==> src/rtl/sitcpxg_tx_arbiter.sv <==
// rtl/sitcpxg_tx_arbiter.sv - round-robin scheduler sharing the SiTCPXG TCP transmit port among NCH user channels
module sitcpxg_tx_arbiter #(
    parameter int NCH         = 4,
    parameter int BURST_WORDS = 64
) (
    input  logic                XGMII_CLOCK,
    input  logic                RSTs,
    input  logic                USER_SESSION_ESTABLISHED,
    input  logic                USER_TX_AFULL,
    output logic [63:0]         USER_TX_D,
    output logic [3:0]          USER_TX_B,
    input  logic [NCH-1:0]      REQ_VALID,
    input  logic [NCH*64-1:0]   REQ_D,
    input  logic [NCH*4-1:0]    REQ_B,
    input  logic [NCH-1:0]      REQ_LAST,
    output logic [NCH-1:0]      REQ_READY,
    output logic [3:0]          GRANT_CH,
    output logic                BUSY
);

    typedef enum logic [1:0] {
        S_IDLE = 2'd0,
        S_HDR  = 2'd1,
        S_DATA = 2'd2
    } state_t;

    localparam logic [16:0] C_BURST = 17'(BURST_WORDS);
    localparam logic [4:0]  C_NCH   = 5'(NCH);
    localparam logic [3:0]  C_LAST  = 4'(NCH - 1);

    state_t         r_state;
    state_t         w_state_nxt;
    logic [3:0]     r_ptr;
    logic [3:0]     r_grant;
    logic [16:0]    r_wcnt;
    logic [31:0]    r_seq [NCH];
    logic [63:0]    r_tx_d;
    logic [3:0]     r_tx_b;

    logic [2*NCH-1:0] w_req_dbl;
    logic [NCH-1:0]   w_req_rot;
    logic [4:0]       w_offset;
    logic [4:0]       w_pick_sum;
    logic [3:0]       w_pick;

    logic           w_g_valid;
    logic           w_g_last;
    logic [63:0]    w_g_d;
    logic [3:0]     w_g_b;
    logic [31:0]    w_g_seq;
    logic [3:0]     w_b_clamp;
    logic [16:0]    w_wcnt_inc;
    logic [3:0]     w_ptr_nxt;
    logic [63:0]    w_hdr;

    logic           w_grant_en;
    logic           w_emit_hdr;
    logic           w_rdy_g;
    logic           w_hs;
    logic           w_burst_end;

    // Rotate the request vector so bit 0 is the channel at PTR; the lowest set bit is the winner.
    assign w_req_dbl = {REQ_VALID, REQ_VALID} >> r_ptr;
    assign w_req_rot = w_req_dbl[NCH-1:0];

    // Priority pick of the first valid request at or after PTR.
    always_comb begin
        w_offset = 5'd0;
        for (int k = NCH - 1; k >= 0; k--) begin
            if (w_req_rot[k]) begin
                w_offset = 5'(k);
            end
        end
    end

    assign w_pick_sum = {1'b0, r_ptr} + w_offset;
    assign w_pick     = (w_pick_sum >= C_NCH) ? 4'(w_pick_sum - C_NCH) : w_pick_sum[3:0];

    // Select the request signals and sequence counter of the granted channel.
    always_comb begin
        w_g_valid = 1'b0;
        w_g_last  = 1'b0;
        w_g_d     = 64'd0;
        w_g_b     = 4'd0;
        w_g_seq   = 32'd0;
        for (int j = 0; j < NCH; j++) begin
            if (r_grant == 4'(j)) begin
                w_g_valid = REQ_VALID[j];
                w_g_last  = REQ_LAST[j];
                w_g_d     = REQ_D[j*64 +: 64];
                w_g_b     = REQ_B[j*4 +: 4];
                w_g_seq   = r_seq[j];
            end
        end
    end

    // Byte counts above 8 cannot describe a 64-bit word, so they saturate.
    assign w_b_clamp  = (w_g_b > 4'd8) ? 4'd8 : w_g_b;
    assign w_wcnt_inc = r_wcnt + 17'd1;
    assign w_ptr_nxt  = (r_grant == C_LAST) ? 4'd0 : r_grant + 4'd1;
    assign w_hdr      = {8'hC3, 4'h0, r_grant, 16'h0000, w_g_seq};

    // Next-state and per-cycle control decode; a closed session forces IDLE from any state.
    always_comb begin
        w_state_nxt = r_state;
        w_grant_en  = 1'b0;
        w_emit_hdr  = 1'b0;
        w_rdy_g     = 1'b0;
        w_hs        = 1'b0;
        w_burst_end = 1'b0;
        if (!USER_SESSION_ESTABLISHED) begin
            w_state_nxt = S_IDLE;
        end else begin
            case (r_state)
                S_IDLE: begin
                    if (!USER_TX_AFULL && (|REQ_VALID)) begin
                        w_grant_en  = 1'b1;
                        w_state_nxt = S_HDR;
                    end
                end
                S_HDR: begin
                    if (!USER_TX_AFULL) begin
                        w_emit_hdr  = 1'b1;
                        w_state_nxt = S_DATA;
                    end
                end
                S_DATA: begin
                    w_rdy_g = !USER_TX_AFULL;
                    if (!USER_TX_AFULL && w_g_valid) begin
                        w_hs = 1'b1;
                        if (w_g_last || (w_wcnt_inc >= C_BURST)) begin
                            w_burst_end = 1'b1;
                            w_state_nxt = S_IDLE;
                        end
                    end
                end
                default: w_state_nxt = S_IDLE;
            endcase
        end
    end

    // Only the granted channel sees READY; it follows AFULL combinationally.
    always_comb begin
        REQ_READY = '0;
        for (int j = 0; j < NCH; j++) begin
            REQ_READY[j] = w_rdy_g && (r_grant == 4'(j));
        end
    end

    // FSM state register.
    always_ff @(posedge XGMII_CLOCK) begin
        if (RSTs) begin
            r_state <= S_IDLE;
        end else begin
            r_state <= w_state_nxt;
        end
    end

    // Grant, pointer, word counter and registered transmit outputs.
    always_ff @(posedge XGMII_CLOCK) begin
        if (RSTs) begin
            r_ptr   <= 4'd0;
            r_grant <= 4'd0;
            r_wcnt  <= 17'd0;
            r_tx_d  <= 64'd0;
            r_tx_b  <= 4'd0;
        end else begin
            r_tx_b <= 4'd0;
            if (!USER_SESSION_ESTABLISHED) begin
                r_ptr <= 4'd0;
            end else begin
                if (w_grant_en) begin
                    r_grant <= w_pick;
                    r_wcnt  <= 17'd0;
                end
                if (w_emit_hdr) begin
                    r_tx_d <= w_hdr;
                    r_tx_b <= 4'd8;
                end
                if (w_hs) begin
                    r_tx_d <= w_g_d;
                    r_tx_b <= w_b_clamp;
                    r_wcnt <= w_wcnt_inc;
                end
                if (w_burst_end) begin
                    r_ptr <= w_ptr_nxt;
                end
            end
        end
    end

    // Per-channel header sequence numbers; cleared whenever the session is down.
    always_ff @(posedge XGMII_CLOCK) begin
        if (RSTs || !USER_SESSION_ESTABLISHED) begin
            for (int j = 0; j < NCH; j++) begin
                r_seq[j] <= 32'd0;
            end
        end else if (w_emit_hdr) begin
            for (int j = 0; j < NCH; j++) begin
                if (r_grant == 4'(j)) begin
                    r_seq[j] <= r_seq[j] + 32'd1;
                end
            end
        end
    end

    assign USER_TX_D = r_tx_d;
    assign USER_TX_B = r_tx_b;
    assign GRANT_CH  = r_grant;
    assign BUSY      = (r_state != S_IDLE);

endmodule

==> config.mk <==
export PLATFORM = sky130hd
export DESIGN_NAME = sitcpxg_tx_arbiter
export DESIGN_NICKNAME = d
export VERILOG_FILES = /design/src/rtl/sitcpxg_tx_arbiter.sv
export SDC_FILE = /design/constraint.sdc
export NUM_CORES = 1
export LEC_CHECK = 0
export ABC_AREA = 1
export CAP_MARGIN = 20
export CORE_MARGIN = 2
export CORE_UTILIZATION = 50
export DETAILED_ROUTE_END_ITERATION = 6
export PLACE_DENSITY = 0.9
export SLEW_MARGIN = 10
export SYNTH_ARGS = -nofsm -noshare
export SYNTH_HDL_FRONTEND = slang
export SYNTH_SLANG_ARGS = --single-unit
==> constraint.sdc <==
create_clock -name XGMII_CLOCK -period 8.3 [get_ports XGMII_CLOCK]
set_input_delay 1.245 -clock XGMII_CLOCK [delete_from_list [all_inputs] [get_ports XGMII_CLOCK]]
set_output_delay 1.245 -clock XGMII_CLOCK [all_outputs]
set_load 0.01 [all_outputs]
==> flow_summary.toml, run 1 <==
[logic_synthesis]
syn-instance-count = 2137
synth_top_area_share_pct = 25.9
synth.net_count = 2434
yosysTopAreaCell = "edfxtp_1"
yosysSeqAreaShare_pct = 38.8
ys.flop_type = "edfxtp_1"
synth_seq_cells = 223
yosysWarnings = 0
netlist_area_um2 = 14800
synth_cell_type_count = 50
syn_avg_cell_area_um2 = 6.93
synth_edf_count = 128
synth_most_common_cell = "nand2_1"
synth_area_leaders = "edfxtp_1 (26%), nand2_1 (13%), dfxtp_1 (13%)"
synthArstFlopShare_pct = 0
synth_commonest_cells = "nand2_1 (530), nor2_1 (284), inv_1 (216)"

[place]
port_buffers = 360
globalplace.congestion = 0.909
dp.cells = 2803
dp_hpwl_mm = 39.3
placed_area_um2 = 18600

[finish]
fin_util_pct = 66.2
fin_area_um2 = 19500
drive_above_1_share_pct = 4.96
finalNonFillerCells = 2848
area_growth_pct = 31.3
diodes = 0
final_nets = 2737
num-fill-cells = 2400

[pwr]
p_clk_share_pct = 39.7
p_sw_share_pct = 26.6
p_per_area_nw_per_um2 = 146
leakagePower_nw = 7.26
power_frac_comb_pct = 16.8
irDropWorstVdd_mv = 0.127
power.net_switching_uw = 755
intPower_mw = 2.09
power_frac_seq_pct = 43.5

[global_routing]
met3_usage_pct = 5.64
track_usage_pct = 32.4
grt_max_degree = 99
gr-max-usage-layer = "met2"
antenna_found_initial = 0
grt_pass1_wl_mm = 80.1
grt_pass1_vias = 15393
use_met1_pct = 37.9
use_met2_pct = 56.9
overflow = 0

[hold_path]
hold_depth = 2
hold_start = "USER_TX_D[61]"
min_to = "USER_TX_D[61]"
hold_class = "reg2reg"

[drt]
drc = 0
vias_per_cell = 5.75
drt_iter0_markers = 1924
wire_per_inst_um = 18.6
drt_wl_total_mm = 52.9
dr.pass1.iters = 7
ant_nets = 0
num_vias = 16390

[cts]
numCtsBuffers = 25
cts_tree = "built"
htreeDepth = 1
clk_pin_slew_ps = 60
cts.sinks = 223
postCtsResizedCells = 0
clock_path_buffers = 3
insertion_delay_ps = 520
post_cts_buffers = 0
cts_hold_buf = 0
cts_root_buf = "clkbuf_16"

[timing]
skew_ps = 12.0
worstMarginPinSlew_ps = 992
drv_slew = 0
finalSetupViolations = 0
fin_crit_sh_pct = 51.2
post-route-min-period_ps = 4250
finalHoldViolCount = 0
fmax_mhz = 235
slew_headroom_pct = 33.8
fin_tns_setup_ps = 0
rsz0062_at_grt = "no"

[die]
ios = 361
placementRows = 63
start_util_pct = 50.4
die_h_um = 176
core_area_um2 = 29400
die_x_um = 176
dieArea_um2 = 31000

[critical_path]
worstPathRequired_ps = 7050
ff2ff_setup_slack_ps = 4470
endpoint_kind = "primary output"
path_cells = "clkdlybuf4s50_1, inv_1, nor2_1, nand2_1, nor2_1, clkdlybuf4s50_1"
arrival_ps = 3010
worstPathMaxFanout = 5
worstReg2RegStart = "GRANT_CH[1]"
cpMaxStageDelayCell = "clkdlybuf4s50_1"
crit_type = "in2out"
cp-startpoint = "USER_SESSION_ESTABLISHED"
reg2reg_depth = 11
worst_r2r_endpoint = "r_ptr[1]"
startpoint_type = "input pin"
max_stage_delay_ps = 630

[run]
cap_violations = 0

[status]
outcome = "completed"
[worst max-delay path, delay by kind of cell]
| kind | cells | cell delay [ps] |
|---|---|---|
| buffers and inverters | 3 | 1180 |
| AND/OR/NAND/NOR | 3 | 570 |
[layout make-up]
cell class / instances / area [um^2] / share of cell area, %
clock buffer: 36 / 768 / 3.95
clock inverter: 9 / 71.3 / 0.367
inverter: 224 / 841 / 4.32
multi-input combinational: 1585 / 7760 / 39.9
sequential: 223 / 5750 / 29.5
tap: 390 / 488 / 2.51
timing repair buffer: 381 / 3780 / 19.4
[layer usage]
layer  vias up  part of all wire [%]
met3       164                   9.8
li1       7756                     -
met5         -                     0
met4         0                   5.8
met1      7492                    36
met2       978                    48
[worst max-delay path by stage]
stage / endpoint / slack, ps / depth (start not counted)
floorplan: GRANT_CH[3] / 4950 / 16
global placement: REQ_READY[3] / 4040 / 6
detailed placement: r_seq[1][7] / 4050 / 9
CTS: REQ_READY[3] / 4060 / 6
global route: REQ_READY[3] / 4010 / 6
finish: REQ_READY[3] / 4050 / 6
[metrics by stage]
step                setup WS (ps)  power (mW)  hold slack [ps]
floorplan                    4950        1.47              431
global placement             4040        1.72              448
detailed placement           4050        1.73              459
CTS                          4060        2.84              467
global route                 4010        2.93              478
finish                       4050        2.84              467
[cell usage in the layout (no fill, tap or decap), types with 8 or more instances in the layout]
cell type        Yosys  routed
xor2_1              22      22
nor3b_1             12      12
inv_1              216     215
nor3_1              42      42
o21a_1               8       8
nand2_1            530     528
nor2_2              13      13
nor2_1             284     284
clkbuf_16            0      26
inv_2                7       8
or2_2               12      12
a21oi_1            149     149
nand3b_1            35      35
clkdlybuf4s50_1      0     359
edfxtp_1           128     128
o211ai_1            18      18
clkbuf_8             0       8
o22ai_1             28      28
buf_4                3      20
nand3_1            128     128
ha_1                12      12
nand4_1             33      33
o21ai_0            164     164
dfxtp_1             95      95
a221oi_1            24      24
a211oi_1            12      12
[flip-flops by register name, summed over array words and instances, names as in the netlist]
| register | count |
|---|---|
| r_wcnt | 17 |
| r_state | 2 |
| r_seq | 128 |
| USER_TX_B | 4 |
| GRANT_CH | 4 |
| r_ptr | 4 |
| USER_TX_D | 64 |
[power groups by stage]
stage | registers (mW) | logic [mW] | clock network (mW)
floorplan | 1.25 | 0.218 | 0
global placement | 1.26 | 0.459 | 0
detailed placement | 1.26 | 0.467 | 0
CTS | 1.23 | 0.471 | 1.13
global route | 1.24 | 0.511 | 1.17
finish | 1.24 | 0.478 | 1.13
[logic make-up after synthesis]
logic type               share of synthesized area [%]
XOR/XNOR                                          1.71
AO/OA/AOI/OAI                                     16.3
flip-flops                                        38.8
buffers and inverters                             8.92
adder cells (fa/ha/maj)                           1.15
AND/OR/NAND/NOR                                   33.1
No activity file was read; power rests on OpenSTA's default activity.
==> run 2: changes to the inputs <==
Clock period 8.3 ns to 4.23 ns, I/O delays scaled along.
==> run 2 against run 1 <==
- the flow now finishes with violations (DRC)
- worst setup slack lost 3300 ps
- clock-buffer cell count up 1
- critical path depth unchanged
- largest power group unchanged
==> flow_summary.toml, run 2 (synthesis gave the netlist of run 1 again) <==
[status]
outcome = "finished with violations"
violations = "DRC"

[hold_path]
hold_class = "reg2reg"
hold_depth = 2

[pwr]
finalPower_mw = 5.52
power_frac_seq_pct = 43.9
intPower_mw = 4.04
p_sw_share_pct = 26.9
p_per_area_nw_per_um2 = 284
power_frac_comb_pct = 16.9
power.net_switching_mw = 1.48
leakagePower_nw = 7.24
p_clk_share_pct = 39.1
irDropWorstVdd_mv = 0.274

[critical_path]
arrival_ps = 2810
startpoint_type = "register"
endpoint_kind = "primary output"
reg2reg_depth = 11
path_cells = "inv_1, ha_1, nand2_4, buf_12, nor2_1, clkdlybuf4s50_1"
max_stage_delay_ps = 500
worstPathRequired_ps = 3600
crit_type = "reg2out"
worstPathMaxFanout = 113
cpMaxStageDelayCell = "clkdlybuf4s50_1"

[cts]
numCtsBuffers = 26
cts.sinks = 223
insertion_delay_ps = 540
clk_pin_slew_ps = 60
clock_path_buffers = 3
cts_root_buf = "clkbuf_16"
cts_hold_buf = 0
postCtsResizedCells = 0
post_cts_buffers = 0
cts_tree = "built"
htreeDepth = 1

[drt]
vias_per_cell = 5.74
wire_per_inst_um = 18.1
drt_wl_total_mm = 51.7
dr.pass1.iters = 7
drt_iter0_markers = 1795
num_vias = 16385
ant_nets = 0
drc = 9

[place]
port_buffers = 360
placed_area_um2 = 18600
dp_hpwl_mm = 38.6
globalplace.congestion = 0.952

[finish]
largest_reg_flops = 128
drive_above_1_share_pct = 4.75
area_growth_pct = 31.3
regMostFlops = "r_seq"
register_area_um2 = 5750
fin_area_um2 = 19400
num-fill-cells = 2420
final_cell_mix = "nand2_1 (528), clkdlybuf4s50_1 (359), nor2_1 (284)"
final_nets = 2742
layout_commonest_cell = "nand2_1"
multi_input_area_um2 = 7760
fin_util_pct = 66.1

[global_routing]
grt_pass1_wl_mm = 79.4
antenna_found_initial = 1
grt_pass1_vias = 15428
track_usage_pct = 31.9
grt_max_degree = 114
overflow = 0

[timing]
fin_crit_sh_pct = 81.5
fmax_mhz = 290
whs_ps = 468
skew_ps = 16.2
worstMarginPinSlew_ps = 955
finalHoldViolCount = 0
rsz0062_at_grt = "no"
slew_headroom_pct = 36.3
finalSetupViolations = 0
drv_slew = 0
post-route-min-period_ps = 3450
fin_tns_setup_ps = 0

[die]
die_x_um = 176
placementRows = 63
die_h_um = 176
core_area_um2 = 29400
ios = 361
dieArea_um2 = 31000
start_util_pct = 50.4

[run]
cap_violations = 0
## run 2: final timing paths
check	startpoint	endpoint	slack, ps
worst min register to register	USER_TX_D[44]	USER_TX_D[44]	470
worst min-delay path	USER_TX_D[44]	USER_TX_D[44]	470
worst max register to register	GRANT_CH[0]	USER_TX_D[52]	1250
worst max-delay path	GRANT_CH[0]	REQ_READY[2]	780
## run 2: layer usage
metal	wire [um]	up-vias	global-route usage (%)
met1	18500	7468	37.4
met5	0	-	0
met3	5440	151	4.80
met2	24600	1008	56.0
met4	3220	0	17.7
li1	-	7758	-
## run 2: final cells by class
class,count,area share [%]
Tap cell,390,2.51
Inverter,224,4.32
Antenna cell,1,0.0129
Clock buffer,37,3.77
Multi-Input combinational cell,1585,39.9
Timing Repair Buffer,385,19.5
Sequential cell,223,29.5
Clock inverter,11,0.386
## run 2: worst max-delay path, delay by kind of cell (launching register included)
| kind | cells | cell delay [ps] |
|---|---|---|
| buf+inv | 3 | 1020 |
| simple gates | 2 | 470 |
| flops | 1 | 420 |
| fa+ha+maj | 1 | 280 |
## run 2: power groups by stage
stage	clock, mW	combinational, mW	sequential (mW)
3_5_place_dp	0	0.914	2.47
4_1_cts	2.17	0.921	2.42
5_1_grt	2.24	1.00	2.43
2_1_floorplan	0	0.428	2.45
6_report	2.16	0.934	2.43
3_3_place_gp	0	0.903	2.46
## run 2: metrics by stage
stage          instances  setup WS [ps]
2_1_floorplan       2137           1490
3_3_place_gp        2807            755
3_5_place_dp        2807            731
4_1_cts             2855            778
5_1_grt             2856            648
6_report            2856            784
